[config.mk]
export PLATFORM = sky130hd
export DESIGN_NAME = stopwatch_controller_flat
export DESIGN_NICKNAME = d
export VERILOG_FILES = /design/src/rtl/stopwatch_pkg.sv /design/src/rtl/stopwatch_controller_if.sv /design/src/rtl/stopwatch_controller_tick_prescaler.sv /design/src/rtl/stopwatch_controller.sv /design/src/flat_wrapper.sv
export SDC_FILE = /design/constraint.sdc
export NUM_CORES = 1
export LEC_CHECK = 0
export ABC_AREA = 1
export BUFFER_PORTS_ARGS = -buffer_cell sky130_fd_sc_hd__buf_2
export CAP_MARGIN = 15
export CORE_MARGIN = 4
export CORE_UTILIZATION = 65
export CTS_CLUSTER_SIZE = 28
export DETAILED_ROUTE_END_ITERATION = 7
export PLACE_DENSITY = 0.85
export SLEW_MARGIN = 10
export SYNTH_ARGS = -nofsm -noshare
export SYNTH_HDL_FRONTEND = slang
export SYNTH_HIERARCHICAL = 1
export SYNTH_SLANG_ARGS = --single-unit
export TNS_END_PERCENT = 10
[constraint.sdc]
create_clock -name clk -period 5.5 [get_ports clk]
set_input_delay 0.55 -clock clk [delete_from_list [all_inputs] [get_ports clk]]
set_output_delay 0.55 -clock clk [all_outputs]
set_load 0.1 [all_outputs]
[src/rtl/stopwatch_pkg.sv]
// -----------------------------------------------------------------------------
// stopwatch_pkg
// Shared types and constants for the stopwatch controller:
//   - sw_state_e  : controller state encoding
//   - sw_time_t   : mm:ss.cc time as six packed BCD digits
//   - digit limits, disp field offsets, and BCD helper functions
// -----------------------------------------------------------------------------
package stopwatch_pkg;

    localparam int DIGIT_W = 4;
    localparam int DISP_W  = 6 * DIGIT_W;

    typedef logic [DIGIT_W-1:0] bcd_t;

    localparam bcd_t DIGIT_MAX = 4'd9;  // units digits and centisecond tens
    localparam bcd_t TENS_MAX  = 4'd5;  // tens of seconds / tens of minutes

    // Bit offsets of each digit inside the display word.
    localparam int OFF_CS_O  = 0;
    localparam int OFF_CS_T  = 4;
    localparam int OFF_SEC_O = 8;
    localparam int OFF_SEC_T = 12;
    localparam int OFF_MIN_O = 16;
    localparam int OFF_MIN_T = 20;

    typedef enum logic [2:0] {
        IDLE,
        RUN,
        LAP,
        PAUSE,
        DONE
    } sw_state_e;

    typedef struct packed {
        bcd_t min_t;
        bcd_t min_o;
        bcd_t sec_t;
        bcd_t sec_o;
        bcd_t cs_t;
        bcd_t cs_o;
    } sw_time_t;

    localparam sw_time_t TIME_MAX = '{min_t: 4'd5, min_o: 4'd9,
                                      sec_t: 4'd5, sec_o: 4'd9,
                                      cs_t:  4'd9, cs_o:  4'd9};

    // One BCD digit step: returns {next_digit, carry_out}. With cin low the
    // digit passes through unchanged and no carry is produced.
    function automatic logic [DIGIT_W:0] bcd_step(bcd_t d, bcd_t lim, logic cin);
        if (!cin)
            return {d, 1'b0};
        if (d == lim)
            return {bcd_t'(0), 1'b1};
        return {d + bcd_t'(1), 1'b0};
    endfunction

    // Place each digit at its display offset.
    function automatic logic [DISP_W-1:0] to_disp(sw_time_t t);
        logic [DISP_W-1:0] d;
        d = '0;
        d[OFF_CS_O  +: DIGIT_W] = t.cs_o;
        d[OFF_CS_T  +: DIGIT_W] = t.cs_t;
        d[OFF_SEC_O +: DIGIT_W] = t.sec_o;
        d[OFF_SEC_T +: DIGIT_W] = t.sec_t;
        d[OFF_MIN_O +: DIGIT_W] = t.min_o;
        d[OFF_MIN_T +: DIGIT_W] = t.min_t;
        return d;
    endfunction

endpackage

[src/rtl/stopwatch_controller_if.sv]
// -----------------------------------------------------------------------------
// stopwatch_controller_if
// Button pulses in, display word and status flags out.
//   start_stop, lap, clear : single-cycle button pulses (master -> slave)
//   disp                   : {min_t,min_o,sec_t,sec_o,cs_t,cs_o} BCD word
//   running, lap_active, overflow : status flags (slave -> master)
// master = button/display side, slave = stopwatch controller.
// -----------------------------------------------------------------------------
interface stopwatch_controller_if;
    import stopwatch_pkg::*;

    logic              start_stop;
    logic              lap;
    logic              clear;
    logic [DISP_W-1:0] disp;
    logic              running;
    logic              lap_active;
    logic              overflow;

    modport master (
        output start_stop, lap, clear,
        input  disp, running, lap_active, overflow
    );

    modport slave (
        input  start_stop, lap, clear,
        output disp, running, lap_active, overflow
    );

endinterface

[src/rtl/stopwatch_controller_tick_prescaler.sv]
// -----------------------------------------------------------------------------
// tick_prescaler
// Divides clk by DIV into a one-cycle tick while enabled.
//   clk  : board clock
//   rst  : asynchronous active-low reset
//   en   : count enable; when low the count holds its value
//   clr  : synchronous clear, overrides en
//   tick : high while enabled and the count sits at DIV-1
// DIV must be at least 2.
// -----------------------------------------------------------------------------
module tick_prescaler #(
    parameter int DIV = 10
) (
    input  logic clk,
    input  logic rst,
    input  logic en,
    input  logic clr,
    output logic tick
);

    localparam int            CW   = (DIV > 1) ? $clog2(DIV) : 1;
    localparam logic [CW-1:0] LAST = CW'(DIV - 1);

    logic [CW-1:0] cnt;

    assign tick = en && (cnt == LAST);

    always_ff @(posedge clk or negedge rst) begin
        if (!rst)
            cnt <= '0;
        else if (clr)
            cnt <= '0;
        else if (en)
            cnt <= tick ? '0 : cnt + CW'(1);
    end

endmodule

[src/rtl/stopwatch_controller.sv]
// -----------------------------------------------------------------------------
// stopwatch_controller
// Start/pause/lap/clear stopwatch with an mm:ss.cc BCD time count.
//   clk : board clock (only domain)
//   rst : asynchronous active-low reset
//   sw  : stopwatch_controller_if.slave
//         in : start_stop, lap, clear pulses (priority clear > start_stop > lap)
//         out: disp (registered, lap-frozen in LAP), running, lap_active,
//              overflow
// The internal prescaler produces a centisecond tick; the time saturates at
// 59:59.99 and a further tick parks the controller in DONE until clear.
// -----------------------------------------------------------------------------
module stopwatch_controller
    import stopwatch_pkg::*;
#(
    parameter int BOARD_CLOCK_FREQUENCY_IN_HZ = 100_000_000,
    parameter int TICK_FREQUENCY_IN_HZ        = 100
) (
    input  logic                   clk,
    input  logic                   rst,
    stopwatch_controller_if.slave  sw
);

    localparam int TICK_DIV = BOARD_CLOCK_FREQUENCY_IN_HZ / TICK_FREQUENCY_IN_HZ;

    sw_state_e state;
    sw_time_t  tm;       // live time
    sw_time_t  frz;      // lap-freeze copy
    sw_time_t  tm_inc;   // tm + 1 cs
    logic [4:0] cy;      // digit carries, cs_o upward
    logic      tick;
    logic      at_max;
    logic      pre_en;
    logic      pre_clr;

    // Prescaler runs in RUN/LAP, holds in PAUSE, and is zeroed in IDLE/DONE
    // so that a start from IDLE always begins a full period.
    assign pre_en  = (state == RUN) || (state == LAP);
    assign pre_clr = sw.clear || (state == IDLE) || (state == DONE);

    tick_prescaler #(.DIV(TICK_DIV)) u_prescaler (
        .clk  (clk),
        .rst  (rst),
        .en   (pre_en),
        .clr  (pre_clr),
        .tick (tick)
    );

    assign at_max = (tm == TIME_MAX);

    // Ripple BCD increment. min_t never wraps: the at_max guard keeps the
    // increment from being applied at 59:59.99.
    always_comb begin
        tm_inc = tm;
        cy     = '0;
        {tm_inc.cs_o,  cy[0]} = bcd_step(tm.cs_o,  DIGIT_MAX, 1'b1);
        {tm_inc.cs_t,  cy[1]} = bcd_step(tm.cs_t,  DIGIT_MAX, cy[0]);
        {tm_inc.sec_o, cy[2]} = bcd_step(tm.sec_o, DIGIT_MAX, cy[1]);
        {tm_inc.sec_t, cy[3]} = bcd_step(tm.sec_t, TENS_MAX,  cy[2]);
        {tm_inc.min_o, cy[4]} = bcd_step(tm.min_o, DIGIT_MAX, cy[3]);
        tm_inc.min_t = tm.min_t + bcd_t'(cy[4]);
    end

    always_ff @(posedge clk or negedge rst) begin
        if (!rst) begin
            state         <= IDLE;
            tm            <= '0;
            frz           <= '0;
            sw.disp       <= '0;
            sw.running    <= 1'b0;
            sw.lap_active <= 1'b0;
            sw.overflow   <= 1'b0;
        end else begin
            // Display follows the current registers, one cycle behind them.
            sw.disp <= to_disp((state == LAP) ? frz : tm);

            if (sw.clear) begin
                state         <= IDLE;
                tm            <= '0;
                sw.running    <= 1'b0;
                sw.lap_active <= 1'b0;
                sw.overflow   <= 1'b0;
            end else if (tick && at_max) begin
                // Saturate: time holds, buttons in this cycle are dropped.
                state         <= DONE;
                sw.running    <= 1'b0;
                sw.lap_active <= 1'b0;
                sw.overflow   <= 1'b1;
            end else begin
                if (tick)
                    tm <= tm_inc;

                case (state)
                    IDLE: begin
                        if (sw.start_stop) begin
                            state      <= RUN;
                            sw.running <= 1'b1;
                        end
                    end
                    RUN: begin
                        if (sw.start_stop) begin
                            state      <= PAUSE;
                            sw.running <= 1'b0;
                        end else if (sw.lap) begin
                            // Pre-increment value even if a tick lands now.
                            state         <= LAP;
                            frz           <= tm;
                            sw.lap_active <= 1'b1;
                        end
                    end
                    LAP: begin
                        if (sw.start_stop) begin
                            state         <= PAUSE;
                            sw.running    <= 1'b0;
                            sw.lap_active <= 1'b0;
                        end else if (sw.lap) begin
                            state         <= RUN;
                            sw.lap_active <= 1'b0;
                        end
                    end
                    PAUSE: begin
                        if (sw.start_stop) begin
                            state      <= RUN;
                            sw.running <= 1'b1;
                        end
                    end
                    DONE: ;
                    default: begin
                        state         <= IDLE;
                        sw.running    <= 1'b0;
                        sw.lap_active <= 1'b0;
                        sw.overflow   <= 1'b0;
                    end
                endcase
            end
        end
    end

endmodule
[src/flat_wrapper.sv]
// flat-port wrapper written by rule: the top's interface ports become plain ports
module stopwatch_controller_flat import stopwatch_pkg::*;
#(
    parameter int BOARD_CLOCK_FREQUENCY_IN_HZ = 100_000_000,
    parameter int TICK_FREQUENCY_IN_HZ        = 100
)
  (clk, rst, sw_start_stop, sw_lap, sw_clear, sw_disp, sw_running, sw_lap_active, sw_overflow);
  stopwatch_controller_if sw_i ();
  input  logic clk;
  input  logic rst;
  input wire logic [$bits(sw_i.start_stop)-1:0] sw_start_stop;
  input wire logic [$bits(sw_i.lap)-1:0] sw_lap;
  input wire logic [$bits(sw_i.clear)-1:0] sw_clear;
  output wire logic [$bits(sw_i.disp)-1:0] sw_disp;
  output wire logic [$bits(sw_i.running)-1:0] sw_running;
  output wire logic [$bits(sw_i.lap_active)-1:0] sw_lap_active;
  output wire logic [$bits(sw_i.overflow)-1:0] sw_overflow;
  assign sw_i.start_stop = sw_start_stop;
  assign sw_i.lap = sw_lap;
  assign sw_i.clear = sw_clear;
  assign sw_disp = sw_i.disp;
  assign sw_running = sw_i.running;
  assign sw_lap_active = sw_i.lap_active;
  assign sw_overflow = sw_i.overflow;
  stopwatch_controller #(.BOARD_CLOCK_FREQUENCY_IN_HZ(BOARD_CLOCK_FREQUENCY_IN_HZ), .TICK_FREQUENCY_IN_HZ(TICK_FREQUENCY_IN_HZ)) u_core (.clk(clk), .rst(rst), .sw(sw_i));
endmodule
==> run_results.csv <==
group,metric,value,unit
placement,dpl-instance-area,5380,um^2
cts,cts_tree,"yes",
cells_and_area,stdcell_area,5570,um^2
placement,place_ws,2.65,ns
setup_path,worstPathMaxFanout,8,
cells_and_area,register_area,2450,um^2
timing,slew_viol_final,0,
setup_path,critPathRequiredTime,5.78,ns
grt,antenna_found_initial,0,
cells_and_area,drive_gt1_share,15.0,%
synthesis,yosysSeqAreaShare,47.2,%
setup_path,worstSetupStartpointType,"register",
timing,fin_tns_setup,0,ns
route,drt-total-wl,10.8,mm
cells_and_area,finalNetCount,691,
cts,cts_hold_buffers,0,
timing,skew,0.0117,ns
route,met3_wirelength,622,um
cells_and_area,fillers,611,
cts,cts_resized,0,
setup_path,worstSetupEndpointType,"register",
synthesis,syn_nets,662,
cts,cts_buffer_depth,2,
die,die_y,97.4,um
timing,fmax,0.348,GHz
timing,finalSetupViolations,0,
setup_path,r2r_slack,2.63,ns
synthesis,netlist_area,5190,um^2
die,dieArea,9480,um^2
setup_path,r2r_end,"u_core/tm[16]$_DFFE_PN0P_",
cts,root_buffer,"clkbuf_8",
timing,worstMarginPinSlew,0.844,ns
power,vdd_drop_max,0.152,mV
setup_path,critPathArrivalTime,3.16,ns
route,drc,0,
flow_run,drv_cap,0,
placement,portBuffers,31,
route,highest_layer,"met4",
timing,min_period_over_period,52.2,%
synthesis,synthCells,644,
grt,grt_max_degree,54,
power,p_leak,2.80,nW
cells_and_area,diodes,0,
die,start_util,66.9,%
die,num_rows,32,
die,io_pins,32,
synthesis,ys_types,34,
cts,htree_levels,3,
placement,routabilityCongestion,0.907,
timing,relSlewSlack,43.5,%
cts,clk_latency,0.36,ns
setup_path,worstSetupPathType,"register to register",
die,chipWidth,97.4,um
timing,finalHoldViolCount,0,
timing,finalCriticalPeriod,2.87,ns
route,wl_met2,5.34,mm
cells_and_area,final_common_cell,"nand2_1",
grt,grt_util_all_layers,24.0,%
cells_and_area,area_growth,7.20,%
setup_path,worst_r2r_path_depth,15,
grt,overflow,0,
route,drtAntennaViolNets,0,
power,finalPower,1.36,mW
route,wl_met1,4.62,mm
cts,path_clk_slew,0.09,ns
grt,grt_pass1_wl,18.7,mm
route,drt-vias-per-instance,5.45,
cts,clock-sinks,98,
timing,rsz0062_at_grt,"false",
timing,whs,0.168,ns
cts,cts_setup_buffers,0,
synthesis,synth-seq-cells,98,
cells_and_area,multi_input_area,2400,um^2
setup_path,reg2reg_from,"u_core/state[1]$_DFFE_PN0P_",
synthesis,ys_warn_count,6,
cts,numCtsBuffers,9,
grt,grt_pass1_vias,4061,
route,vias,4251,
synthesis,syn_avg_cell_area,8.06,um^2
die,core,7770,um^2
power,p_per_area,245,nW/um^2
route,drt_iter0_markers,250,
placement,place_hpwl,7.51,mm
cells_and_area,mostFrequentLayoutCells,"nand2_1 (212), dfrtp_1 (98), nand3_1 (63)",
route,drt_pass1_iterations,5,
worst_hold_path,hp-class,"input pin to asynchronous set/reset pin",
timing,fin_ws,2.63,ns
run_status,status,"finished clean",
route,wl_per_cell,13.8,um
[power by group]
part	switching [mW]	internal, mW
registers	0.00905	0.729
logic	0.138	0.0296
clock network	0.246	0.211
total	0.393	0.970
[layout make-up]
cell class                      instances  share of cell area, %
Clock buffer                           10                   2.29
Clock inverter                          6                   1.17
Inverter                               59                   4.07
Multi-Input combinational cell        472                   43.0
Sequential cell                        98                   44.0
Tap cell                              102                   2.29
Timing Repair Buffer                   33                   3.10
[flip-flops by register name (all words and copies together) (netlist names)]
register / cells
u_core/frz: 24
u_core/sw.disp: 24
u_core/tm: 24
u_core/u_prescaler/cnt: 20
u_core/state: 3
u_core/sw.lap_active: 1
u_core/sw.overflow: 1
u_core/sw.running: 1
[critical path, stage by stage (launching register included)]
cell     delay [ns]
dfrtp_1        0.42
inv_1          0.14
nand2_1        0.11
nor2_2         0.16
inv_1          0.15
nand2_1        0.15
nand3_1        0.10
nor2_1         0.11
nand3_1        0.12
inv_1          0.21
nand2_1        0.13
nor3_4         0.23
nand4_1        0.23
nand3_1        0.32
nand2_1        0.10
o21ai_1        0.09
[worst max path at each step]
stage	startpoint	end	depth (start not counted)	slack, ns
2_1_floorplan	u_core/state[2]$_DFFE_PN0P_	u_core/frz[6]$_DFFE_PN0P_	15	3.06
3_3_place_gp	sw_clear	u_core/u_prescaler/cnt[11]$_DFFE_PN0P_	10	2.79
3_5_place_dp	sw_clear	u_core/u_prescaler/cnt[11]$_DFFE_PN0P_	10	2.65
4_1_cts	u_core/state[1]$_DFFE_PN0P_	u_core/tm[11]$_DFFE_PN0P_	14	2.66
5_1_grt	u_core/state[1]$_DFFE_PN0P_	u_core/tm[16]$_DFFE_PN0P_	15	2.34
6_report	u_core/state[1]$_DFFE_PN0P_	u_core/tm[16]$_DFFE_PN0P_	15	2.63
[metrics by stage]
step / cells / utilization [%]
floorplan: 644 / -
global placement: 764 / 69.2
detailed placement: 764 / 69.2
CTS: 780 / 71.7
global route: 780 / 71.7
finish: 780 / 71.7
[cell usage after synthesis (all sizes together)]
cell | n | area share (%)
nor3b | 2 | 0.48
nand3b | 1 | 0.14
dfrtp | 98 | 47
xnor2 | 4 | 0.67
or2 | 7 | 0.84
a21oi | 9 | 0.87
buf | 9 | 1.7
nor2 | 72 | 7.3
inv | 58 | 4.3
clkbuf | 6 | 0.63
nand3 | 64 | 6.4
clkinv | 1 | 0.072
nand2 | 226 | 17
nor3 | 15 | 2.2
o21ai | 41 | 4.0
nand4 | 7 | 0.84
xor2 | 11 | 1.9
ha | 13 | 3.1
[metal layers]
metal / track usage, % / vias up
met1: 31.4 / 2007
met3: 5.53 / 15
met5: 0 / -
met4: 8.31 / 0
met2: 39.4 / 132
li1: - / 2097
[cell families after synthesis]
logic type / share of synthesized area, %
flip-flops: 47.2
buffers and inverters: 6.65
adder cells (fa/ha/maj): 3.13
AND/OR/NAND/NOR: 35.7
XOR/XNOR: 2.53
AO/OA/AOI/OAI: 4.82
No activity file was read; power rests on OpenSTA's default activity.
